[config.mk]
export PLATFORM = sky130hd
export DESIGN_NAME = fnt_butterfly_pipe
export DESIGN_NICKNAME = d
export VERILOG_FILES = /design/src/rtl/fnt_pkg.sv /design/src/rtl/fnt_shift_reduce.sv /design/src/rtl/fnt_butterfly_pipe.sv
export SDC_FILE = /design/constraint.sdc
export NUM_CORES = 2
export LEC_CHECK = 0
export BUFFER_PORTS_ARGS = -buffer_cell sky130_fd_sc_hd__buf_2
export CAP_MARGIN = 20
export CORE_MARGIN = 2
export CORE_UTILIZATION = 65
export DETAILED_ROUTE_END_ITERATION = 8
export PLACE_DENSITY = 0.8
export SLEW_MARGIN = 25
export SYNTH_ARGS = -nofsm -noshare
export SYNTH_HDL_FRONTEND = slang
export SYNTH_SLANG_ARGS = --single-unit
[constraint.sdc]
create_clock -name clk -period 13.28 [get_ports clk]
set_input_delay 1.992 -clock clk [delete_from_list [all_inputs] [get_ports clk]]
set_output_delay 1.992 -clock clk [all_outputs]
set_load 0.05 [all_outputs]
[src/rtl/fnt_pkg.sv]
`default_nettype none
// ============================================================================
// Module      : fnt_pkg
// Description : Shared encodings, sizes and modular add/sub helpers for the
//               Fermat-number-transform butterfly (modulus M = 2^N+1).
// Revision    : 1.0 - initial release
// ============================================================================
package fnt_pkg;

  // Butterfly mode encodings
  localparam logic FNT_DIF = 1'b0;
  localparam logic FNT_DIT = 1'b1;

  // Default modulus exponent and residue width (residues span [0, 2^N])
  localparam int FNT_N  = 16;
  localparam int FNT_DW = FNT_N + 1;

  // Wide carrier type so the helpers work for any N up to 62
  typedef logic [63:0] fnt_word_t;

  // Modulus M = 2^n + 1
  function automatic fnt_word_t fnt_mod(input int n);
    return (fnt_word_t'(1) << n) + fnt_word_t'(1);
  endfunction

  // (a + b) mod m for canonical a, b
  function automatic fnt_word_t fnt_add_mod(input fnt_word_t a, input fnt_word_t b,
                                            input fnt_word_t m);
    fnt_word_t sum;
    sum = a + b;
    if (sum >= m) sum = sum - m;
    return sum;
  endfunction

  // (a - b) mod m for canonical a, b; a negative difference wraps by adding m
  function automatic fnt_word_t fnt_sub_mod(input fnt_word_t a, input fnt_word_t b,
                                            input fnt_word_t m);
    fnt_word_t diff;
    if (a >= b) diff = a - b;
    else        diff = a + m - b;
    return diff;
  endfunction

endpackage
`default_nettype wire

[src/rtl/fnt_shift_reduce.sv]
`default_nettype none
// ============================================================================
// Module      : fnt_shift_reduce
// Description : One lane of y = x * 2^s mod (2^N+1). Stage A reduces the
//               exponent and splits the shifted value into low/high halves;
//               stage B folds them (L - H), corrects once and applies the
//               sign flip for exponents >= N. Output is registered.
// Revision    : 1.0 - initial release
// ============================================================================
module fnt_shift_reduce
  import fnt_pkg::*;
#(
  parameter int N  = 16,
  parameter int SW = 5
) (
  input  logic          clk,
  input  logic          rst_n,
  input  logic          en,
  input  logic [N:0]    x,
  input  logic [SW-1:0] s,
  output logic [N:0]    y
);

  localparam int DW = N + 1;
  localparam int PW = 2 * N + 1;
  localparam logic [SW:0]  c_two_n = (SW + 1)'(2 * N);
  localparam logic [SW:0]  c_n     = (SW + 1)'(N);
  localparam logic [N+1:0] c_m_ext = (N + 2)'(fnt_mod(N));
  localparam logic [N:0]   c_m     = DW'(fnt_mod(N));

  logic [SW:0]   w_smod;
  logic          w_neg;
  logic [SW:0]   w_t;
  logic [PW-1:0] w_prod;

  logic [N-1:0]  r_lo;
  logic [N:0]    r_hi;
  logic          r_neg;

  logic [N+1:0]  w_diff;
  logic [N:0]    w_r;
  logic [N:0]    w_y;
  logic [N:0]    r_y;

  // Exponent reduction: 2^N == -1, so s' >= N becomes 2^(s'-N) plus a negation
  always_comb begin
    w_smod = {1'b0, s} % c_two_n;
    w_neg  = (w_smod >= c_n);
    w_t    = w_neg ? (w_smod - c_n) : w_smod;
    w_prod = PW'(x) << w_t;
  end

  // Stage A register: low N bits, high bits and pending negation
  always_ff @(posedge clk) begin
    if (!rst_n) begin
      r_lo  <= '0;
      r_hi  <= '0;
      r_neg <= 1'b0;
    end else if (en) begin
      r_lo  <= w_prod[N-1:0];
      r_hi  <= w_prod[PW-1:N];
      r_neg <= w_neg;
    end
  end

  // Fold L - H with a single +M / -M correction, then negate if required
  always_comb begin
    w_diff = {2'b00, r_lo} - {1'b0, r_hi};
    if (w_diff[N+1])            w_r = DW'(w_diff + c_m_ext);
    else if (w_diff >= c_m_ext) w_r = DW'(w_diff - c_m_ext);
    else                        w_r = DW'(w_diff);
    if (r_neg && (w_r != '0))   w_y = c_m - w_r;
    else                        w_y = w_r;
  end

  // Stage B register: canonical product
  always_ff @(posedge clk) begin
    if (!rst_n)  r_y <= '0;
    else if (en) r_y <= w_y;
  end

  assign y = r_y;

endmodule
`default_nettype wire

[src/rtl/fnt_butterfly_pipe.sv]
`default_nettype none
// ============================================================================
// Module      : fnt_butterfly_pipe
// Description : Three-stage, multi-lane radix-2 FNT butterfly with power-of-
//               two twiddles, DIF/DIT per beat, valid/ready handshake.
//               DIF: add/sub -> shift+split -> correction.
//               DIT: shift+split -> correction -> add/sub.
//               Each lane carries one shifter at the front (DIT) and one at
//               the back (DIF) so mixed-mode beats can stream back-to-back.
// Revision    : 1.0 - initial release
// ============================================================================
module fnt_butterfly_pipe
  import fnt_pkg::*;
#(
  parameter int N     = FNT_N,
  parameter int LANES = 4,
  parameter int SW    = 5
) (
  input  logic                     clk,
  input  logic                     rst_n,
  input  logic                     in_valid,
  output logic                     in_ready,
  input  logic                     in_mode,
  input  logic [SW-1:0]            in_shift,
  input  logic [LANES*(N+1)-1:0]   in_a,
  input  logic [LANES*(N+1)-1:0]   in_b,
  output logic                     out_valid,
  input  logic                     out_ready,
  output logic [LANES*(N+1)-1:0]   out_a,
  output logic [LANES*(N+1)-1:0]   out_b
);

  localparam int        DW  = N + 1;
  localparam fnt_word_t c_m = fnt_mod(N);

  logic          w_adv;
  logic          w_fire;
  logic          r_v1, r_v2, r_v3;
  logic          r_mode1, r_mode2, r_mode3;
  logic [SW-1:0] r_s1;

  // Whole pipe moves together; a full output that is not taken freezes it
  assign w_adv     = out_ready | ~r_v3;
  assign w_fire    = in_valid & w_adv;
  assign in_ready  = w_adv;
  assign out_valid = r_v3;

  // Stage valids plus the mode/shift that travel alongside the data
  always_ff @(posedge clk) begin
    if (!rst_n) begin
      r_v1    <= 1'b0;
      r_v2    <= 1'b0;
      r_v3    <= 1'b0;
      r_mode1 <= FNT_DIF;
      r_mode2 <= FNT_DIF;
      r_mode3 <= FNT_DIF;
      r_s1    <= '0;
    end else if (w_adv) begin
      r_v1    <= in_valid;
      r_v2    <= r_v1;
      r_v3    <= r_v2;
      if (w_fire) begin
        r_mode1 <= in_mode;
        r_s1    <= in_shift;
      end
      r_mode2 <= r_mode1;
      r_mode3 <= r_mode2;
    end
  end

  for (genvar k = 0; k < LANES; k++) begin : g_lane
    logic [DW-1:0] w_a_in;
    logic [DW-1:0] w_b_in;
    logic [DW-1:0] w_t_dit;
    logic [DW-1:0] w_b_dif;
    logic [DW-1:0] r1_a;
    logic [DW-1:0] r1_b;
    logic [DW-1:0] r2_a;
    logic [DW-1:0] r3_a;
    logic [DW-1:0] r3_b;

    assign w_a_in = in_a[k*DW +: DW];
    assign w_b_in = in_b[k*DW +: DW];

    // DIT twiddle product t = b * 2^s, ready at stage 2
    fnt_shift_reduce #(
      .N  (N),
      .SW (SW)
    ) u_shift_dit (
      .clk   (clk),
      .rst_n (rst_n),
      .en    (w_adv),
      .x     (w_b_in),
      .s     (in_shift),
      .y     (w_t_dit)
    );

    // DIF twiddle product (a - b) * 2^s, ready at stage 3
    fnt_shift_reduce #(
      .N  (N),
      .SW (SW)
    ) u_shift_dif (
      .clk   (clk),
      .rst_n (rst_n),
      .en    (w_adv),
      .x     (r1_b),
      .s     (r_s1),
      .y     (w_b_dif)
    );

    // Stage 1: DIF sum/difference, or pass a through for DIT
    always_ff @(posedge clk) begin
      if (!rst_n) begin
        r1_a <= '0;
        r1_b <= '0;
      end else if (w_fire) begin
        if (in_mode == FNT_DIF) begin
          r1_a <= DW'(fnt_add_mod(fnt_word_t'(w_a_in), fnt_word_t'(w_b_in), c_m));
          r1_b <= DW'(fnt_sub_mod(fnt_word_t'(w_a_in), fnt_word_t'(w_b_in), c_m));
        end else begin
          r1_a <= w_a_in;
          r1_b <= '0;
        end
      end
    end

    // Stage 2 carries a (DIF sum or DIT operand); stage 3 finishes DIT add/sub
    always_ff @(posedge clk) begin
      if (!rst_n) begin
        r2_a <= '0;
        r3_a <= '0;
        r3_b <= '0;
      end else if (w_adv) begin
        r2_a <= r1_a;
        if (r_mode2 == FNT_DIT) begin
          r3_a <= DW'(fnt_add_mod(fnt_word_t'(r2_a), fnt_word_t'(w_t_dit), c_m));
          r3_b <= DW'(fnt_sub_mod(fnt_word_t'(r2_a), fnt_word_t'(w_t_dit), c_m));
        end else begin
          r3_a <= r2_a;
          r3_b <= '0;
        end
      end
    end

    assign out_a[k*DW +: DW] = r3_a;
    assign out_b[k*DW +: DW] = (r_mode3 == FNT_DIT) ? r3_b : w_b_dif;
  end

endmodule
`default_nettype wire

==> flow_summary.json <==
{
  "grt_overflow_total": 0,
  "fin_nets": 10600,
  "yosysTopAreaCell": "dfxtp_1",
  "core-area_um2": 114000,
  "startpoint": "in_a[53]",
  "gp_congestion": 1.05,
  "drv_cap": 0,
  "clock_latency_ns": 0.72,
  "ant_nets": 0,
  "synth_seq_cells": 753,
  "port-buffer-count": 283,
  "critical_path_class": "in2reg",
  "reg2regPathDepth": 22,
  "reg2reg_to": "g_lane[2].u_shift_dit.y[13]$_SDFFE_PN0N_",
  "cts.sinks": 753,
  "drc": 0,
  "cts_tree": "done",
  "yosys.cell_count.top_type": "nand2_1",
  "syn_area_per_cell_um2": 7.58,
  "yosys_warnings": 0,
  "rsz0062_at_grt": "false",
  "worst_pin_slew_ns": 1.18,
  "dpl_worst_slack_ns": 6.50,
  "start_kind": "input port",
  "cts_root_buffer": "clkbuf_16",
  "maxSlewHeadroom_pct": 21.3,
  "seq_area_frac_synth_pct": 20.2,
  "finalCritPeriodShare_pct": 45.6,
  "dp_hpwl_mm": 217,
  "drtIter0Drc": 10500,
  "synth.distinct_cells": 117,
  "cts_buffers": 86,
  "setup_viol": 0,
  "initial_core_util_pct": 65.4,
  "track_usage_pct": 45.5,
  "grt_pass1_vias": 68700,
  "postCtsResizedCells": 0,
  "synth-main-ff-cell": "dfxtp_1",
  "wl_per_cell_um": 24.8,
  "cts_hold_buf": 0,
  "timing.fmax_mhz": 165,
  "cp_max_fo": 13,
  "synthTopCellsByArea": "dfxtp_1 (20%), ha_1 (9.7%), xnor2_1 (5.9%), a21oi_1 (4.7%), nand2_1 (4.5%)",
  "area_growth_pct": 6.58,
  "rrSetupSlack_ns": 7.61,
  "p_per_area_nw_per_um2": 141,
  "routed_wl_mm": 280,
  "status": "complete, no violations",
  "clkTransAtPathRegs_ns": 0.06,
  "grt_antenna_before_repair": 13,
  "slew_viol_final": 0,
  "drive_gt1_share_pct": 8.34,
  "die_h_um": 343,
  "finalCriticalPeriod_ns": 6.05,
  "synth_top_cells_by_count": "nand2_1 (901), inv_1 (864), nor2_1 (842)",
  "min_path_type": "reg2reg",
  "ys_async_sr_fraction_pct": 0,
  "setup_tns_ns": 0,
  "synth_edf_count": 0,
  "cp.required_ns": 13.87,
  "cts.path.max_buffers": 3,
  "fin_skew_ns": 0.0407,
  "dieWidth_um": 343,
  "drtPass1Iterations": 9,
  "via_per_inst": 6.78,
  "vias": 76700,
  "dieArea_um2": 118000,
  "endpoint": "g_lane[3].r1_a[3]$_SDFFE_PN0P_",
  "syn_nets": 10700,
  "grt_max_degree": 172,
  "final-hold-violation-count": 0,
  "fin_ws_ns": 7.23,
  "netlist_area_um2": 74700,
  "rr_startpoint": "g_lane[2].u_shift_dit.r_lo[0]$_SDFFE_PN0N_",
  "ir_drop_v": 0.000128,
  "htreeDepth": 3,
  "std_cell_rows": 124,
  "synth_top_area_share_pct": 20.2,
  "cp-end-kind": "register",
  "leakage_nw": 32.6,
  "synth_cells": 9850,
  "utilization_pct": 69.7,
  "grt_pass1_wl_mm": 418,
  "arrival_ns": 6.64,
  "io_pins": 284,
  "cts_setup_buffers": 0
}
==> sequential cells by signal, indices dropped and copies added, names as in the netlist, 5 cells and up <==
register / count
g_lane.r1_a: 68
g_lane.r1_b: 68
g_lane.u_shift_dif.y: 68
g_lane.u_shift_dit.y: 68
g_lane.r2_a: 68
g_lane.u_shift_dif.r_hi: 68
g_lane.u_shift_dit.r_hi: 68
g_lane.u_shift_dit.r_lo: 64
g_lane.r3_a: 68
g_lane.r3_b: 68
r_s1: 5
g_lane.u_shift_dif.r_lo: 64
==> critical path, stage by stage <==
cell and delay [ns]:
buf_2 0.16, ha_1 0.46, nand2b_1 0.21, a21oi_1 0.26, nor3_1 0.10, nor4_1 0.53
o2111ai_1 0.27, a2111oi_1 0.69, nand4b_1 0.28, nor4_1 0.35, a41o_1 0.54, a21oi_1 0.21
or4_1 0.42, and3_1 0.15
==> kinds of logic (layout without fill, tap and decap cells) <==
family | count (synthesis) | in the layout | share of synthesized area (%)
fa+ha+maj | 721 | 721 | 13.5
xor+xnor | 689 | 689 | 8.11
mux | 425 | 425 | 6.65
flops | 753 | 753 | 20.2
simple gates | 3088 | 3088 | 19.8
compound gates | 2735 | 2735 | 24.5
buf+inv | 1439 | 1374 | 7.27
other cells | 0 | 11 | 0
==> per-stage QoR <==
stage | hold WS [ns] | area (µm²) | cells | power, mW
final | 0.441 | 79600 | 11300 | 11.2
after global placement | 0.428 | 76500 | 11100 | 8.34
after CTS | 0.442 | 79500 | 11300 | 11.0
after detailed placement | 0.431 | 76500 | 11100 | 8.47
after global routing | 0.466 | 79500 | 11300 | 11.7
after floorplan | 0.420 | 74700 | 9850 | 6.88
==> routing by layer <==
layer / global-route usage (%) / routed length, µm
met5: 0 / 84
met4: 22.6 / 15900
met3: 12.3 / 37100
met2: 65.4 / 114000
met1: 62.5 / 113000
==> cell type report <==
class	count	area, µm²
diodes	11	27.5
clock buffers	114	2470
clock inverters	43	518
fillers	9513	34600
inverters	870	3280
multi-input cells	7658	54300
flip-flops and latches	753	15100
well taps	1512	1890
repair buffers	347	1960
==> placed cells by master (no fill, tap or decap), drive strengths merged, types with 34 or more instances in the layout <==
cell / instances
nand2: 901
inv: 872
nor2: 843
dfxtp: 753
a21oi: 708
ha: 577
xnor2: 501
o21ai: 485
buf: 347
nand3: 278
mux2i: 269
nor3: 256
a22oi: 195
xor2: 187
a211oi: 181
o211ai: 169
fa: 144
a31oi: 124
clkbuf: 114
mux2: 110
nand2b: 95
or3: 90
nand4: 89
a21o: 85
and3: 82
nor2b: 79
o21a: 72
o22ai: 71
nor4: 70
o31ai: 69
a221oi: 68
and2: 60
o21bai: 57
or2: 54
mux4: 46
nor3b: 45
a2111oi: 40
a211o: 37
o311ai: 36
o2111ai: 34
==> how the worst min path moves through the flow <==
stage / cells after the start / slack [ns] / start / to
floorplan: 2 / 0.42 / g_lane[1].r3_b[11]$_SDFFE_PN0N_ / g_lane[1].r3_b[11]$_SDFFE_PN0N_
global placement: 2 / 0.43 / g_lane[1].r3_a[2]$_SDFFE_PN0N_ / g_lane[1].r3_a[2]$_SDFFE_PN0N_
detailed placement: 2 / 0.43 / g_lane[1].r3_a[2]$_SDFFE_PN0N_ / g_lane[1].r3_a[2]$_SDFFE_PN0N_
CTS: 2 / 0.44 / g_lane[1].r3_a[2]$_SDFFE_PN0N_ / g_lane[1].r3_a[2]$_SDFFE_PN0N_
global route: 1 / 0.47 / g_lane[1].r3_a[1]$_SDFFE_PN0N_ / g_lane[1].r3_a[1]$_SDFFE_PN0N_
finish: 2 / 0.44 / g_lane[1].r3_a[2]$_SDFFE_PN0N_ / g_lane[1].r3_a[2]$_SDFFE_PN0N_
==> where the power goes <==
group	internal (mW)	total (mW)	switching [mW]
clock network	1.46	2.56	1.10
logic	2.06	5.87	3.81
registers	2.49	2.81	0.321
(Power assumes the default switching activity.)
